**src/rtl/wb_pkg.sv**
```systemverilog
// Shared Wishbone constants, arbiter modes and state encoding for the system-bus arbiter.
package wb_pkg;

    localparam logic [2:0] CTI_CLASSIC = 3'b000;
    localparam logic [2:0] CTI_CONST   = 3'b001;
    localparam logic [2:0] CTI_INCR    = 3'b010;
    localparam logic [2:0] CTI_EOB     = 3'b111;

    localparam int MODE_RR   = 0;
    localparam int MODE_PRIO = 1;

    typedef enum logic [0:0] {
        ST_IDLE  = 1'b0,
        ST_GRANT = 1'b1
    } arb_state_t;

    // Never returns less than 1 so single-entry indices still have a bit.
    function automatic int clog2(input int n);
        int r;
        r = 0;
        while ((1 << r) < n) r++;
        return (r < 1) ? 1 : r;
    endfunction

endpackage

```
**src/rtl/wb_rr_pick.sv**
```systemverilog
// Rotating priority encoder: searches req upward from last+1 with wrap, or from index 0
// in fixed-priority mode.
module wb_rr_pick
    import wb_pkg::*;
#(
    parameter int N     = 2,
    parameter int IDX_W = clog2(N)
) (
    input  logic [N-1:0]     req,
    input  logic [IDX_W-1:0] last,
    input  logic             mode,
    output logic             any,
    output logic [IDX_W-1:0] winner
);

    always_comb begin
        int base;
        int idx;
        any    = 1'b0;
        winner = '0;
        idx    = 0;
        // Fixed priority is the rotating search pinned to last = N-1.
        base   = mode ? (N - 1) : int'(last);
        for (int k = 1; k <= N; k++) begin
            idx = (base + k) % N;
            if (!any && req[IDX_W'(idx)]) begin
                any    = 1'b1;
                winner = IDX_W'(idx);
            end
        end
    end

endmodule

```
**src/rtl/wb_rr_arbiter.sv**
```systemverilog
// N-master to 1-slave Wishbone B3 arbiter with round-robin or fixed-priority grant,
// ownership held until the owner drops cyc, and an optional stall watchdog.
module wb_rr_arbiter
    import wb_pkg::*;
#(
    parameter  int N_MASTERS = 2,
    parameter  int ADR_W     = 30,
    parameter  int DAT_W     = 32,
    parameter  int MODE      = 0,
    parameter  int TIMEOUT   = 0,
    localparam int SEL_W     = DAT_W / 8
) (
    input  logic                         sys_clk,
    input  logic                         sys_rst_n,
    input  logic [N_MASTERS-1:0]         m_cyc_i,
    input  logic [N_MASTERS-1:0]         m_stb_i,
    input  logic [N_MASTERS-1:0]         m_we_i,
    input  logic [N_MASTERS*ADR_W-1:0]   m_adr_i,
    input  logic [N_MASTERS*DAT_W-1:0]   m_dat_i,
    input  logic [N_MASTERS*SEL_W-1:0]   m_sel_i,
    input  logic [N_MASTERS*3-1:0]       m_cti_i,
    input  logic [N_MASTERS*2-1:0]       m_bte_i,
    output logic [DAT_W-1:0]             m_dat_o,
    output logic [N_MASTERS-1:0]         m_ack_o,
    output logic [N_MASTERS-1:0]         m_err_o,
    output logic                         s_cyc_o,
    output logic                         s_stb_o,
    output logic                         s_we_o,
    output logic [ADR_W-1:0]             s_adr_o,
    output logic [DAT_W-1:0]             s_dat_o,
    output logic [SEL_W-1:0]             s_sel_o,
    output logic [2:0]                   s_cti_o,
    output logic [1:0]                   s_bte_o,
    input  logic [DAT_W-1:0]             s_dat_i,
    input  logic                         s_ack_i,
    input  logic                         s_err_i
);

    localparam int IDX_W   = clog2(N_MASTERS);
    localparam int WD_W    = clog2(TIMEOUT + 1);
    localparam int WD_LAST = (TIMEOUT > 0) ? TIMEOUT - 1 : 0;
    localparam logic [IDX_W-1:0] LAST_RST = IDX_W'(N_MASTERS - 1);

    arb_state_t       state_q, state_d;
    logic [IDX_W-1:0] owner_q, owner_d;
    logic [IDX_W-1:0] last_q, last_d;
    logic [WD_W-1:0]  wd_cnt_q, wd_cnt_d;

    logic             owner_valid;
    logic             pick_any;
    logic [IDX_W-1:0] pick_winner;
    logic             stall;
    logic             wd_err;
    int               own;

    assign owner_valid = (state_q == ST_GRANT);
    assign own         = int'(owner_q);

    wb_rr_pick #(
        .N     (N_MASTERS),
        .IDX_W (IDX_W)
    ) u_pick (
        .req    (m_cyc_i),
        .last   (last_q),
        .mode   (MODE == MODE_PRIO),
        .any    (pick_any),
        .winner (pick_winner)
    );

    // Payload follows the owner register even when no grant is active.
    always_comb begin
        s_cyc_o = owner_valid & m_cyc_i[owner_q];
        s_stb_o = s_cyc_o & m_stb_i[owner_q];
        s_we_o  = m_we_i[owner_q];
        s_adr_o = m_adr_i[own*ADR_W +: ADR_W];
        s_dat_o = m_dat_i[own*DAT_W +: DAT_W];
        s_sel_o = m_sel_i[own*SEL_W +: SEL_W];
        s_cti_o = m_cti_i[own*3 +: 3];
        s_bte_o = m_bte_i[own*2 +: 2];
        m_dat_o = s_dat_i;
    end

    // A concurrent ack removes the stall, so ack always beats a watchdog expiry.
    always_comb begin
        stall    = s_cyc_o & s_stb_o & ~s_ack_i & ~s_err_i;
        wd_err   = (TIMEOUT > 0) && stall && (wd_cnt_q == WD_W'(WD_LAST));
        wd_cnt_d = ((TIMEOUT > 0) && stall && !wd_err) ? wd_cnt_q + 1'b1 : '0;
    end

    always_comb begin
        m_ack_o = '0;
        m_err_o = '0;
        if (owner_valid) begin
            m_ack_o[owner_q] = s_ack_i;
            m_err_o[owner_q] = s_err_i | wd_err;
        end
    end

    // The owner's own cyc is low whenever re-arbitration runs, so it never re-wins itself.
    always_comb begin
        state_d = state_q;
        owner_d = owner_q;
        last_d  = last_q;
        case (state_q)
            ST_IDLE: begin
                if (pick_any) begin
                    state_d = ST_GRANT;
                    owner_d = pick_winner;
                    last_d  = pick_winner;
                end
            end
            ST_GRANT: begin
                if (!m_cyc_i[owner_q]) begin
                    if (pick_any) begin
                        owner_d = pick_winner;
                        last_d  = pick_winner;
                    end else begin
                        state_d = ST_IDLE;
                    end
                end
            end
            default: state_d = ST_IDLE;
        endcase
    end

    always_ff @(posedge sys_clk or negedge sys_rst_n) begin
        if (!sys_rst_n) begin
            state_q  <= ST_IDLE;
            owner_q  <= '0;
            last_q   <= LAST_RST;
            wd_cnt_q <= '0;
        end else begin
            state_q  <= state_d;
            owner_q  <= owner_d;
            last_q   <= last_d;
            wd_cnt_q <= wd_cnt_d;
        end
    end

endmodule

```
**config.mk**
```make
export PLATFORM = sky130hd
export DESIGN_NAME = wb_rr_arbiter
export DESIGN_NICKNAME = d
export VERILOG_FILES = /design/src/rtl/wb_pkg.sv /design/src/rtl/wb_rr_pick.sv /design/src/rtl/wb_rr_arbiter.sv
export SDC_FILE = /design/constraint.sdc
export NUM_CORES = 1
export LEC_CHECK = 0
export ABC_AREA = 1
export BUFFER_PORTS_ARGS = -buffer_cell sky130_fd_sc_hd__buf_4
export CAP_MARGIN = 30
export CORE_AREA = 2 2 116 118
export DETAILED_ROUTE_END_ITERATION = 8
export DIE_AREA = 0 0 118 120
export PLACE_DENSITY = 0.41
export SYNTH_ARGS = -nofsm -noshare
export SYNTH_HDL_FRONTEND = slang
export SYNTH_SLANG_ARGS = --single-unit
```
**constraint.sdc**
```tcl
create_clock -name sys_clk -period 1.3 [get_ports sys_clk]
set_input_delay 0.26 -clock sys_clk [delete_from_list [all_inputs] [get_ports sys_clk]]
set_output_delay 0.26 -clock sys_clk [all_outputs]
set_load 0.01 [all_outputs]
```
Word-level counts from Yosys, hierarchy flattened --
Cells that the tools add are included.
Cells by class: equal/unequal tests 1, $lt $le $gt $ge 4, $mul 2, bitwise gates (word level) 5, add/subtract/negate cells 2, muxes and demuxes 27, reductions and logical operators 3, shift operators 5
Operators by type and width (count):
- 64-bit by 7-bit variable part select with 32-bit output | 1
- 60-bit by 7-bit variable part select with 30-bit output | 1
- 1-bit two-way mux | 21
- 8-bit by 4-bit variable part select with 4-bit output | 1
- 1-bit by 3-bit < comparator with 1-bit output, second input constant | 2
- 1-bit one-hot mux with 2 select lines | 3
- 6-bit by 4-bit variable part select with 3-bit output | 1
- 1-bit by 4-bit multiplier with 5-bit output, second input constant | 1
- 2-bit bitwise AND | 2
- 2-bit two-way mux | 2
- 4-bit by 3-bit variable part select with 2-bit output | 1
- 1-bit by 2-bit multiplier with 3-bit output, second input constant | 1
- 1-bit adder, second input constant | 2
- 1-bit bitwise AND | 2
- 1-bit logical AND | 2
- 1-bit by 2-bit < comparator with 1-bit output, second input constant | 1
- 2-bit inequality test, second input constant | 1
- 1-bit demux with 1-bit select | 1
- 1-bit >= comparator, second input constant | 1
- 1-bit logical NOT | 1
- 1-bit NOT | 1
Storage, ports and cells: register bits after elaboration 3, input port bits 184, output and inout bits 110, word-level logic and storage cells 52

Depth between registers and ports, before layout --
Gate-level depths: netlist of run 1.
depth after elaboration 11, depth in mapped cells 5, depth with buffers taken out 5

By module --
A second synthesis of run 1 with hierarchy kept.
Second synthesis, totals: cells, all modules 294, area total of the unflattened synthesis 1337.5 µm²
By module, submodules not included:
- wb_rr_arbiter | instances 1, area an instance 1316.3 µm², cells an instance 290, sequential area each 76.3 µm²
- wb_rr_pick | instances 1, area an instance 21.3 µm², cells an instance 4, sequential area each 0.0 µm²

Worst setup path after synthesis of run 1 --
Ideal clock, no wire load.
path type reg-to-output, start reg owner_q, end out s_adr_o[0], slack 91 ps, arrival time 949 ps, cell stages (with the launch flop) 6, cell sequence dfrtp_1 inv_2 buf_2 buf_2 nand2_1 nand2_1
Between the ends: word-level cells in the longest chain between the ends 2
RTL lines:
- start, declared | line wb_rr_arbiter.sv:45 | logic [IDX_W-1:0] owner_q, owner_d;
- start signal, assigned | line wb_rr_arbiter.sv:134 | owner_q <= owner_d;
- 1-bit by 4-bit multiplier with 5-bit output | line wb_rr_arbiter.sv:75 | s_adr_o = m_adr_i[own*ADR_W +: ADR_W];
- 60-bit by 7-bit variable part select with 30-bit output | line wb_rr_arbiter.sv:75
- end, declared | line wb_rr_arbiter.sv:29 | output logic [ADR_W-1:0] s_adr_o,
Every way passes these cells.

Worst setup path after layout of run 1 --
start reg owner_q, end out s_dat_o[4]
Between the ends: word-level cells in the longest chain between the ends 1
RTL lines:
- 64-bit by 7-bit variable part select with 32-bit output | line wb_rr_arbiter.sv:76 | s_dat_o = m_dat_i[own*DAT_W +: DAT_W];
- end, declared | line wb_rr_arbiter.sv:30 | output logic [DAT_W-1:0] s_dat_o,
Every way passes these cells.

==> results of run 1 <==
what timing repair did:
action	CTS	global route
resized for setup	37	69
hold endpoints to repair	3	0
setup buffers	1	0
hold buffers	1	0
pin swaps	3	5
setup endpoints to repair	78	78
gates cloned	2	2
cell type report:
type | instances | area (µm²)
Inverter | 5 | 26.3
Clock buffer | 4 | 78.8
Timing Repair Buffer | 245 | 2100
Tap cell | 176 | 220
Fill cell | 1431 | 9390
Multi-Input combinational cell | 235 | 1090
Sequential cell | 3 | 77.6
report_power, final:
group	internal, mW	switching [mW]
sequential	0.144	0.0577
combinational	2.94	2.76
clock	0.404	0.0797
cell families after synthesis:
group / count (synthesis)
buffers and inverters: 53
AOI/OAI and AO/OA: 1
and+or+nand+nor: 234
DFF: 3
sequential cells by signal, indices dropped and copies added, names as in the netlist:
| signal | count |
|---|---|
| last_q | 1 |
| owner_q | 1 |
| owner_valid | 1 |
layer usage:
layer  part of all wire (%)  vias up
met5                      0        -
met4                    1.8        0
met3                    9.7       11
met2                     54      138
met1                     34     1060
li1                       -     1235
tightest hold or removal path, cell delays in order:
cell     delay (ns)
buf_4          0.11
inv_1          0.04
nand2_1        0.05
cell usage in the layout (no fill, tap or decap):
cell / Yosys / layout
dfrtp_1: 2 / 1
nand3_4: 0 / 2
nor2_2: 0 / 1
a22oi_2: 0 / 1
nor2_4: 0 / 2
dfrtp_2: 0 / 1
clkbuf_16: 0 / 5
buf_16: 0 / 2
buf_12: 0 / 6
nand2_2: 0 / 37
buf_6: 0 / 26
nand2_4: 0 / 8
nor2_1: 4 / 1
clkbuf_1: 2 / 1
inv_1: 4 / 4
nand3_1: 3 / 1
dlygate4sd3_1: 0 / 1
nand2_1: 226 / 181
buf_4: 38 / 207
inv_8: 0 / 1
dfstp_2: 1 / 1
buf_8: 0 / 1
nand4_1: 1 / 1
worst paths after layout:
| kind | slack (ns) | cells after the start | endpoint | startpoint |
|---|---|---|---|---|
| worst min register to register | 0.46 | 2 | last_q$_DFFE_PN1P_ | last_q$_DFFE_PN1P_ |
| min in group asynchronous | 0.39 | 2 | owner_valid$_DFF_PN0_ | sys_rst_n |
| worst min-delay path | 0.28 | 3 | owner_valid$_DFF_PN0_ | m_cyc_i[0] |
| worst max-delay path | -0.23 | 5 | s_dat_o[4] | owner_q$_DFFE_PN0P_ |
| max in group asynchronous | 0.72 | 2 | last_q$_DFFE_PN1P_ | sys_rst_n |
| worst max register to register | 0.10 | 6 | owner_q$_DFFE_PN0P_ | owner_q$_DFFE_PN0P_ |
Yosys cell counts, drive strengths merged:
cell    number  area [µm²]
nor2         4        15.0
dfrtp        2        50.1
nand2      226         848
a22oi        1        7.51
clkbuf       2        7.51
inv          5        18.8
buf         46         325
nand4        1        6.26
nand3        3        15.0
dfstp        1        26.3
metrics by stage:
step / instances / cell area, µm² / power, mW / setup slack [ns]
after global routing: 668 / 3590 / 6.88 / -0.283
after global placement: 658 / 3040 / 4.69 / 0.0137
after floorplan: 291 / 1320 / 2.42 / 0.0909
after detailed placement: 658 / 3040 / 4.70 / -0.0307
after CTS: 666 / 3320 / 5.80 / -0.220
final: 668 / 3590 / 6.38 / -0.231
==> run_summary.xml, run 1 <==
<?xml version="1.0" encoding="UTF-8"?>
<metrics>
  <group name="setup_path">
    <metric name="slowest_stage" unit="">dfrtp_2</metric>
    <metric name="critical_path_required" unit="ns">1.04</metric>
    <metric name="critical_path.endpoint_type" unit="">output port</metric>
    <metric name="wp_buf_inv" unit="">3</metric>
    <metric name="cpLargestDelayFamily" unit="">buffers and inverters</metric>
    <metric name="worst_setup_sp_type" unit="">flip-flop</metric>
    <metric name="crit_chain" unit="">buf_8, clkbuf_16, nand2_1, nand2_1, buf_4</metric>
    <metric name="setup.worst_path.class" unit="">flip-flop to output port</metric>
    <metric name="critical_path.max_stage_delay" unit="ns">0.45</metric>
    <metric name="cp.arrival" unit="ns">1.27</metric>
    <metric name="critical_path.max_fanout" unit="">7</metric>
    <metric name="critical_path.most_common_cell" unit="">nand2_1</metric>
  </group>
  <group name="cells_and_area">
    <metric name="antenna_cells" unit="">0</metric>
    <metric name="end_of_flow_core_utilization" unit="%">27.7</metric>
    <metric name="fraction_of_final_layout_cells_sized_beyond_drive_strength_1" unit="%">61.2</metric>
    <metric name="finish.net_count" unit="">677</metric>
    <metric name="area_growth" unit="%">172</metric>
  </group>
  <group name="sta">
    <metric name="slew_headroom" unit="%">80.9</metric>
    <metric name="post_layout_minimum_cycle_time" unit="ns">1.53</metric>
    <metric name="timing_max_transition_violations_final" unit="">0</metric>
    <metric name="fin_setup_tns" unit="ns">-14.77</metric>
    <metric name="final_min_period_over_clock_period" unit="%">118</metric>
    <metric name="worst_path_setup_slack_after_routing" unit="ns">-0.231</metric>
    <metric name="report.final.hold_viol_count" unit="">0</metric>
    <metric name="final.setup_skew" unit="ns">0.00101</metric>
    <metric name="timing.hold.ws" unit="ns">0.282</metric>
    <metric name="finalSetupViolCount" unit="">78</metric>
    <metric name="timing.fmax" unit="MHz">653</metric>
    <metric name="worst_pin_slew" unit="ns">0.286</metric>
    <metric name="rsz0062_at_grt" unit="">true</metric>
  </group>
  <group name="yosys">
    <metric name="post_synth_num_cell_types" unit="">12</metric>
    <metric name="synth_adder_area_share" unit="%">0</metric>
    <metric name="largest_family_of_logic_cells_by_synthesized_area" unit="">simple AND/OR/NAND/NOR gates</metric>
    <metric name="synth_seq_area_share" unit="%">5.78</metric>
    <metric name="post_synthesis_instance_area" unit="µm²">1320</metric>
    <metric name="count_of_warnings_emitted_by_yosys" unit="">0</metric>
    <metric name="synth.ff_latch_count" unit="">3</metric>
    <metric name="fraction_of_the_mapped_netlist_area_in_compound_gates" unit="%">0.569</metric>
    <metric name="synth_simple_gate_area_share" unit="%">67.0</metric>
    <metric name="syn_nets" unit="">475</metric>
    <metric name="synth_area_per_cell" unit="µm²">4.54</metric>
    <metric name="synth_xor_area_share" unit="%">0</metric>
    <metric name="synth_mux_area_share" unit="%">0</metric>
    <metric name="gate_count_post_synth" unit="">291</metric>
  </group>
  <group name="floorplan">
    <metric name="io-pin-count" unit="">294</metric>
    <metric name="die_area" unit="µm²">14200</metric>
    <metric name="placementRows" unit="">42</metric>
    <metric name="floorplan.die.width" unit="µm">118</metric>
    <metric name="die_h" unit="µm">120</metric>
    <metric name="floorplan.core_area" unit="µm²">13000</metric>
    <metric name="initial_core_util" unit="%">10.2</metric>
  </group>
  <group name="status">
    <metric name="run_status" unit="">finished, violations left</metric>
    <metric name="failed_checks" unit="">negative setup slack</metric>
  </group>
  <group name="route">
    <metric name="drt-total-wl" unit="µm">7790</metric>
    <metric name="route.antenna.remaining_nets" unit="">0</metric>
    <metric name="drt-pass1-iter-count" unit="">4</metric>
    <metric name="detail_route.vias_per_cell" unit="">3.66</metric>
    <metric name="wl_per_cell" unit="µm">11.7</metric>
    <metric name="vias" unit="">2444</metric>
    <metric name="residual_drc_count" unit="">0</metric>
    <metric name="drt_first_iter_violations" unit="">20</metric>
  </group>
  <group name="global_routing">
    <metric name="met2_usage" unit="%">18.7</metric>
    <metric name="grt_util_all_layers" unit="%">9.72</metric>
    <metric name="grt_use_met1" unit="%">9.74</metric>
    <metric name="grt_first_pass_wirelength" unit="µm">11100</metric>
    <metric name="residual_overflow_from_global_routing" unit="">0</metric>
    <metric name="first_global_vias" unit="">2263</metric>
    <metric name="initial_antenna_violation_count" unit="">0</metric>
    <metric name="grt_max_degree" unit="">21</metric>
    <metric name="top_usage_layer" unit="">met2</metric>
    <metric name="global_route.usage.met3" unit="%">3.90</metric>
  </group>
  <group name="min_path">
    <metric name="hold_path_class" unit="">input port to flip-flop</metric>
  </group>
  <group name="clocking">
    <metric name="tritoncts" unit="">yes</metric>
    <metric name="clk_pin_slew" unit="ns">0.03</metric>
    <metric name="cts.sink_count" unit="">3</metric>
    <metric name="root_buffer" unit="">clkbuf_16</metric>
    <metric name="max-clock-path-buffers" unit="">2</metric>
    <metric name="tritoncts.num_buffers" unit="">3</metric>
    <metric name="clock_latency" unit="ns">0.22</metric>
    <metric name="cts_htree_levels" unit="">1</metric>
  </group>
  <group name="pwr">
    <metric name="leakage" unit="nW">2.11</metric>
    <metric name="power_density_over_the_cells" unit="nW/µm²">1780</metric>
    <metric name="vdd_ir_drop_max" unit="mV">0.472</metric>
  </group>
  <group name="place">
    <metric name="port_buffers" unit="">229</metric>
    <metric name="place_congestion" unit="">0.758</metric>
    <metric name="place.detailed.hpwl" unit="µm">5970</metric>
  </group>
  <group name="job">
    <metric name="max_capacitance_violation_count" unit="">0</metric>
  </group>
</metrics>
No activity file was read; power rests on OpenSTA's default activity.
==> run 2: changes to the inputs <==
- ABC_AREA: 1 -> unset
- CORE_AREA: 2 2 116 118 -> 2 2 114 116
- DIE_AREA: 0 0 118 120 -> 0 0 116 118
- PLACE_DENSITY: 0.41 -> 0.42
- SETUP_SLACK_MARGIN: unset -> 0.3
==> run_summary.xml, run 2 <==
<?xml version="1.0" encoding="UTF-8"?>
<metrics>
  <group name="route">
    <metric name="vias" unit="">1779</metric>
    <metric name="drt_first_iter_violations" unit="">19</metric>
    <metric name="detail_route.vias_per_cell" unit="">3.54</metric>
    <metric name="drt-total-wl" unit="µm">6770</metric>
    <metric name="wl_per_cell" unit="µm">13.5</metric>
    <metric name="residual_drc_count" unit="">0</metric>
    <metric name="route.antenna.remaining_nets" unit="">0</metric>
    <metric name="drt-pass1-iter-count" unit="">3</metric>
  </group>
  <group name="global_routing">
    <metric name="residual_overflow_from_global_routing" unit="">0</metric>
    <metric name="first_global_vias" unit="">1829</metric>
    <metric name="grt_max_degree" unit="">40</metric>
    <metric name="grt_util_all_layers" unit="%">8.50</metric>
    <metric name="grt_first_pass_wirelength" unit="µm">9160</metric>
    <metric name="initial_antenna_violation_count" unit="">0</metric>
  </group>
  <group name="sta">
    <metric name="timing.fmax" unit="MHz">587</metric>
    <metric name="report.final.hold_viol_count" unit="">0</metric>
    <metric name="worst_path_setup_slack_after_routing" unit="ns">-0.404</metric>
    <metric name="finalSetupViolCount" unit="">78</metric>
    <metric name="final_min_period_over_clock_period" unit="%">131</metric>
    <metric name="worst_pin_slew" unit="ns">0.264</metric>
    <metric name="final.setup_skew" unit="ns">0.00134</metric>
    <metric name="slew_headroom" unit="%">82.4</metric>
    <metric name="post_layout_minimum_cycle_time" unit="ns">1.70</metric>
    <metric name="rsz0062_at_grt" unit="">true</metric>
    <metric name="timing_max_transition_violations_final" unit="">0</metric>
  </group>
  <group name="setup_path">
    <metric name="crit_chain" unit="">buf_16, mux2_2, buf_4</metric>
    <metric name="cp.arrival" unit="ns">1.44</metric>
    <metric name="worst_setup_sp_type" unit="">flip-flop</metric>
    <metric name="critical_path.max_fanout" unit="">39</metric>
    <metric name="slowest_stage" unit="">dfrtp_4</metric>
    <metric name="critical_path_required" unit="ns">1.04</metric>
    <metric name="wp_buf_inv" unit="">2</metric>
    <metric name="setup.worst_path.class" unit="">flip-flop to output port</metric>
    <metric name="cpLargestDelayFamily" unit="">flip-flops</metric>
    <metric name="critical_path.max_stage_delay" unit="ns">0.45</metric>
    <metric name="critical_path.endpoint_type" unit="">output port</metric>
  </group>
  <group name="floorplan">
    <metric name="floorplan.core_area" unit="µm²">12400</metric>
    <metric name="die_area" unit="µm²">13700</metric>
    <metric name="floorplan.die.width" unit="µm">116</metric>
    <metric name="initial_core_util" unit="%">10.9</metric>
    <metric name="die_h" unit="µm">118</metric>
    <metric name="io-pin-count" unit="">294</metric>
    <metric name="placementRows" unit="">41</metric>
  </group>
  <group name="yosys">
    <metric name="count_of_warnings_emitted_by_yosys" unit="">0</metric>
    <metric name="synth_enable_flop_cells" unit="">0</metric>
    <metric name="yosys.cell_count.top_type" unit="">mux2_2</metric>
    <metric name="netlist_top_cells_count" unit="">mux2_2 (72), buf_4 (32), clkbuf_8 (8)</metric>
    <metric name="syn_nets" unit="">317</metric>
    <metric name="synthTopCellsByArea" unit="">mux2_2 (60%), buf_4 (18%), clkbuf_8 (8.1%)</metric>
    <metric name="post_synth_num_cell_types" unit="">20</metric>
    <metric name="synthDominantAreaCellType" unit="">mux2_2</metric>
    <metric name="synth_area_per_cell" unit="µm²">10.2</metric>
    <metric name="dominant_synthesized_flop_cell" unit="">dfrtp_1</metric>
    <metric name="post_synthesis_instance_area" unit="µm²">1360</metric>
    <metric name="gate_count_post_synth" unit="">133</metric>
    <metric name="asyncSetResetFlopFracSynth" unit="%">100</metric>
    <metric name="synth_seq_area_share" unit="%">5.63</metric>
    <metric name="synth.ff_latch_count" unit="">3</metric>
    <metric name="post-synth-top-area-fraction" unit="%">59.8</metric>
  </group>
  <group name="status">
    <metric name="run_status" unit="">finished, violations left</metric>
    <metric name="failed_checks" unit="">negative setup slack</metric>
  </group>
  <group name="pwr">
    <metric name="fin_total_pwr" unit="mW">4.25</metric>
    <metric name="power_density_over_the_cells" unit="nW/µm²">1360</metric>
    <metric name="vdd_ir_drop_max" unit="mV">0.489</metric>
    <metric name="leakage" unit="nW">1.56</metric>
  </group>
  <group name="cells_and_area">
    <metric name="most_common_cell_after_layout_fill_and_taps_aside" unit="">buf_4</metric>
    <metric name="area_growth" unit="%">131</metric>
    <metric name="finish.net_count" unit="">515</metric>
    <metric name="layout_common_cells" unit="">buf_4 (228), mux2_2 (69), mux2_4 (3), clkbuf_16 (3), buf_6 (3)</metric>
    <metric name="fraction_of_final_layout_cells_sized_beyond_drive_strength_1" unit="%">95.5</metric>
    <metric name="antenna_cells" unit="">0</metric>
    <metric name="finish.cell_count_without_fillers" unit="">502</metric>
    <metric name="nFillCells" unit="">1390</metric>
  </group>
  <group name="min_path">
    <metric name="hold_path_class" unit="">input port to flip-flop</metric>
  </group>
  <group name="place">
    <metric name="port_buffers" unit="">229</metric>
    <metric name="place.detailed.hpwl" unit="µm">5980</metric>
    <metric name="place_congestion" unit="">0.674</metric>
    <metric name="place_worst_setup_slack" unit="ns">-0.189</metric>
    <metric name="dp.cells" unit="">497</metric>
  </group>
  <group name="job">
    <metric name="max_capacitance_violation_count" unit="">0</metric>
  </group>
  <group name="clocking">
    <metric name="max-clock-path-buffers" unit="">2</metric>
    <metric name="clock_latency" unit="ns">0.22</metric>
    <metric name="cts_setup_buffers" unit="">0</metric>
    <metric name="clk_pin_slew" unit="ns">0.03</metric>
    <metric name="cts_htree_levels" unit="">1</metric>
    <metric name="cts.sink_count" unit="">3</metric>
    <metric name="root_buffer" unit="">clkbuf_16</metric>
    <metric name="tritoncts.num_buffers" unit="">3</metric>
    <metric name="tritoncts" unit="">yes</metric>
  </group>
</metrics>
==> run 2: changes by cell type in the layout (fill, tap and decap cells not counted), sizes merged, moves of 2 or more <==
cell    delta
and3       +2
clkbuf     -2
inv        -4
a21oi      +2
nor3b      +2
nor2       -3
nand3      -2
buf        -9
mux2      +72
nand2    -225
==> run 2: cell families (layout without fill, tap and decap cells) <==
kind of cell	Yosys count	after routing	share of synthesized area, %
multiplexers	73	73	60.6
buffers and inverters	42	239	27.0
AND/OR/NAND/NOR	9	9	3.97
AO/OA/AOI/OAI	5	5	2.22
flip-flops	3	3	5.63
XOR/XNOR	1	1	0.646
==> run 2: per-stage QoR <==
| stage | hold WS (ns) | TNS (ns) | utilization [%] | cell area, µm² |
|---|---|---|---|---|
| floorplan | -0.0356 | 0 | - | 1370 |
| global placement | 0.0553 | -9.24 | 24.2 | 3000 |
| detailed placement | 0.0538 | -9.88 | 24.2 | 3000 |
| CTS | 0.275 | -28.39 | 25.0 | 3100 |
| global route | 0.283 | -31.33 | 25.2 | 3120 |
| finish | 0.279 | -27.94 | 25.2 | 3120 |
==> run 2: worst reg2reg max path, stage by stage, from the launching register on <==
cell and delay (ns):
dfrtp_4 0.50, buf_4 0.20, nor2b_1 0.14, o21ai_1 0.14, xnor2_1 0.14
==> run 2: metal layers <==
layer	global-route usage, %	wire length, µm	vias up	share of wire [%]
li1	-	-	836	-
met1	9.07	2390	777	35
met2	16.7	3470	156	51
met3	1.49	823	10	12
met4	2.16	78	0	1.2
met5	0	0	-	0
==> run 2: cell type report <==
type	instances	area [µm²]	share of cell area, %
Tap cell	172	215	6.89
Clock buffer	4	78.8	2.52
Multi-Input combinational cell	88	943	30.2
Sequential cell	3	80.1	2.56
Inverter	1	3.75	0.120
Timing Repair Buffer	234	1800	57.7
==> run 2: final timing paths <==
kind                            slack (ns)                    end                start  cells after the start
worst max register to register        0.10     last_q$_DFFE_PN1P_  owner_q$_DFFE_PN0P_                      4
worst min register to register        0.49     last_q$_DFFE_PN1P_   last_q$_DFFE_PN1P_                      1
max in group asynchronous             0.74     last_q$_DFFE_PN1P_            sys_rst_n                      2
worst min-delay path                  0.28  owner_valid$_DFF_PN0_           m_cyc_i[0]                      2
worst max-delay path                 -0.40            s_dat_o[26]  owner_q$_DFFE_PN0P_                      3
min in group asynchronous             0.37    owner_q$_DFFE_PN0P_            sys_rst_n                      2
==> run 2: what timing repair did <==
| item | in CTS | in global routing |
|---|---|---|
| resized for setup | 2 | 5 |
| setup endpoints to repair | 81 | 81 |
| endpoints found under the hold margin | 3 | 0 |
| pin swaps | 0 | 0 |
| hold buffers | 1 | 0 |
==> run 2: report_power, final <==
| group | switching, mW | internal [mW] |
|---|---|---|
| Sequential | 0.0468 | 0.151 |
| Combinational | 1.41 | 2.15 |
| Clock | 0.0848 | 0.405 |
==> run 3: changes to the inputs <==
- CTS_BUF_LIST: unset -> sky130_fd_sc_hd__clkbuf_16
==> run_summary.xml, run 3 (synthesis gave the netlist of run 2 again) <==
<?xml version="1.0" encoding="UTF-8"?>
<metrics>
  <group name="cells_and_area">
    <metric name="finish.net_count" unit="">515</metric>
    <metric name="most_common_cell_after_layout_fill_and_taps_aside" unit="">buf_4</metric>
    <metric name="antenna_cells" unit="">0</metric>
    <metric name="fraction_of_final_layout_cells_sized_beyond_drive_strength_1" unit="%">95.5</metric>
    <metric name="end_of_flow_core_utilization" unit="%">25.2</metric>
    <metric name="area_growth" unit="%">131</metric>
    <metric name="layout_common_cells" unit="">buf_4 (228), mux2_2 (69), mux2_4 (3), clkbuf_16 (3), buf_6 (3)</metric>
  </group>
  <group name="place">
    <metric name="port_buffers" unit="">229</metric>
    <metric name="place.detailed.hpwl" unit="µm">5980</metric>
    <metric name="place_congestion" unit="">0.674</metric>
    <metric name="place_worst_setup_slack" unit="ns">-0.189</metric>
  </group>
  <group name="min_path">
    <metric name="hold_worst_path_end" unit="">owner_valid$_DFF_PN0_</metric>
    <metric name="worst_hold_startpoint" unit="">m_cyc_i[0]</metric>
    <metric name="hold_path_class" unit="">input port to flip-flop</metric>
    <metric name="hold_depth" unit="">2</metric>
  </group>
  <group name="setup_path">
    <metric name="critical_path_required" unit="ns">1.04</metric>
    <metric name="cp.arrival" unit="ns">1.44</metric>
    <metric name="critical_path.endpoint_type" unit="">output port</metric>
    <metric name="setup.worst_path.class" unit="">flip-flop to output port</metric>
    <metric name="r2r-end" unit="">last_q$_DFFE_PN1P_</metric>
    <metric name="worst_r2r_path_depth" unit="">4</metric>
    <metric name="worst_setup_sp_type" unit="">flip-flop</metric>
    <metric name="critical_path.max_fanout" unit="">39</metric>
    <metric name="rr_startpoint" unit="">owner_q$_DFFE_PN0P_</metric>
    <metric name="rrSetupSlack" unit="ns">0.10</metric>
  </group>
  <group name="global_routing">
    <metric name="grt_max_degree" unit="">40</metric>
    <metric name="first_global_vias" unit="">1829</metric>
    <metric name="residual_overflow_from_global_routing" unit="">0</metric>
    <metric name="grt_first_pass_wirelength" unit="µm">9160</metric>
    <metric name="initial_antenna_violation_count" unit="">0</metric>
    <metric name="grt_util_all_layers" unit="%">8.50</metric>
  </group>
  <group name="clocking">
    <metric name="clk_pin_slew" unit="ns">0.03</metric>
    <metric name="cts_htree_levels" unit="">1</metric>
    <metric name="root_buffer" unit="">clkbuf_16</metric>
    <metric name="max-clock-path-buffers" unit="">2</metric>
    <metric name="tritoncts" unit="">yes</metric>
    <metric name="cts.sink_count" unit="">3</metric>
    <metric name="clock_latency" unit="ns">0.22</metric>
    <metric name="tritoncts.num_buffers" unit="">3</metric>
    <metric name="cts_setup_buffers" unit="">0</metric>
  </group>
  <group name="route">
    <metric name="uppermost_metal_layer_occupied_by_signal_nets" unit="">met4</metric>
    <metric name="residual_drc_count" unit="">0</metric>
    <metric name="drt-total-wl" unit="µm">6770</metric>
    <metric name="met2RoutedLength" unit="µm">3480</metric>
    <metric name="drt-pass1-iter-count" unit="">3</metric>
    <metric name="m1WireLength" unit="µm">2390</metric>
    <metric name="wl_per_cell" unit="µm">13.5</metric>
    <metric name="route.antenna.remaining_nets" unit="">0</metric>
    <metric name="drt_first_iter_violations" unit="">19</metric>
    <metric name="vias" unit="">1779</metric>
    <metric name="detail_route.vias_per_cell" unit="">3.54</metric>
    <metric name="wl_met3" unit="µm">823</metric>
  </group>
  <group name="floorplan">
    <metric name="io-pin-count" unit="">294</metric>
    <metric name="die_h" unit="µm">118</metric>
    <metric name="floorplan.die.width" unit="µm">116</metric>
    <metric name="floorplan.core_area" unit="µm²">12400</metric>
    <metric name="placementRows" unit="">41</metric>
    <metric name="initial_core_util" unit="%">10.9</metric>
    <metric name="die_area" unit="µm²">13700</metric>
  </group>
  <group name="job">
    <metric name="max_capacitance_violation_count" unit="">0</metric>
  </group>
  <group name="sta">
    <metric name="final.setup_skew" unit="ns">0.000838</metric>
    <metric name="report.final.hold_viol_count" unit="">0</metric>
    <metric name="rsz0062_at_grt" unit="">true</metric>
    <metric name="post_layout_minimum_cycle_time" unit="ns">1.70</metric>
    <metric name="timing_max_transition_violations_final" unit="">0</metric>
    <metric name="final_min_period_over_clock_period" unit="%">131</metric>
    <metric name="worst_pin_slew" unit="ns">0.264</metric>
    <metric name="timing.fmax" unit="MHz">587</metric>
    <metric name="worst_path_setup_slack_after_routing" unit="ns">-0.404</metric>
    <metric name="slew_headroom" unit="%">82.4</metric>
    <metric name="finalSetupViolCount" unit="">78</metric>
  </group>
  <group name="pwr">
    <metric name="vdd_ir_drop_max" unit="mV">0.489</metric>
    <metric name="power_density_over_the_cells" unit="nW/µm²">1360</metric>
    <metric name="leakage" unit="nW">1.56</metric>
  </group>
  <group name="status">
    <metric name="failed_checks" unit="">negative setup slack</metric>
    <metric name="run_status" unit="">finished, violations left</metric>
  </group>
</metrics>
## run 3: cell types whose count changed in the layout (fill, tap and decap cells not counted)
cell | previous run | this run
clkbuf_1 | 1 | 0
inv_1 | 1 | 2
## run 3: layer usage
| layer | global-route usage (%) | vias to the layer above |
|---|---|---|
| li1 | - | 836 |
| met1 | 9.07 | 777 |
| met2 | 16.7 | 156 |
| met3 | 1.49 | 10 |
| met4 | 2.16 | 0 |
| met5 | 0 | - |
## run 3: stage by stage
stage	hold slack (ns)	setup TNS [ns]	instances	power, mW	area, µm²
floorplan	-0.0356	0	133	2.34	1370
global placement	0.0553	-9.24	497	3.76	3000
detailed placement	0.0538	-9.88	497	3.76	3000
CTS	0.275	-28.39	502	4.28	3100
global route	0.283	-31.33	502	4.51	3120
finish	0.279	-27.95	502	4.24	3120
## run 3: repair_timing
item | CTS | global route
hold buffers | 1 | 0
hold endpoints to repair | 3 | 0
resized for setup | 2 | 5
setup endpoints to repair | 81 | 81
## run 3: how the worst max path moves through the flow
| stage | slack (ns) | depth (start not counted) | endpoint | startpoint |
|---|---|---|---|---|
| after floorplan | 0.07 | 3 | s_adr_o[0] | owner_q$_DFFE_PN0P_ |
| after global placement | -0.18 | 3 | s_adr_o[9] | owner_q$_DFFE_PN0P_ |
| after detailed placement | -0.19 | 3 | s_adr_o[9] | owner_q$_DFFE_PN0P_ |
| after CTS | -0.43 | 3 | s_adr_o[9] | owner_q$_DFFE_PN0P_ |
| after global routing | -0.45 | 3 | s_adr_o[9] | owner_q$_DFFE_PN0P_ |
| final | -0.40 | 3 | s_dat_o[26] | owner_q$_DFFE_PN0P_ |
## run 3: power breakdown
group,switching (mW),total (mW),internal (mW)
combinational,1.41,3.56,2.15
sequential,0.0468,0.198,0.151
clock,0.0859,0.483,0.397
## run 3: layout make-up
| class | instances | area (µm²) |
|---|---|---|
| sequential | 3 | 80.1 |
| timing repair buffer | 234 | 1800 |
| clock buffer | 3 | 75.1 |
| fill | 1390 | 9290 |
| tap | 172 | 215 |
| clock inverter | 1 | 3.75 |
| multi-input combinational | 88 | 943 |
| inverter | 1 | 3.75 |
## run 3: worst max-delay path, cell delays in order (launching register included)
cell     delay, ns
dfrtp_4       0.45
buf_16        0.23
mux2_2        0.38
buf_4         0.15
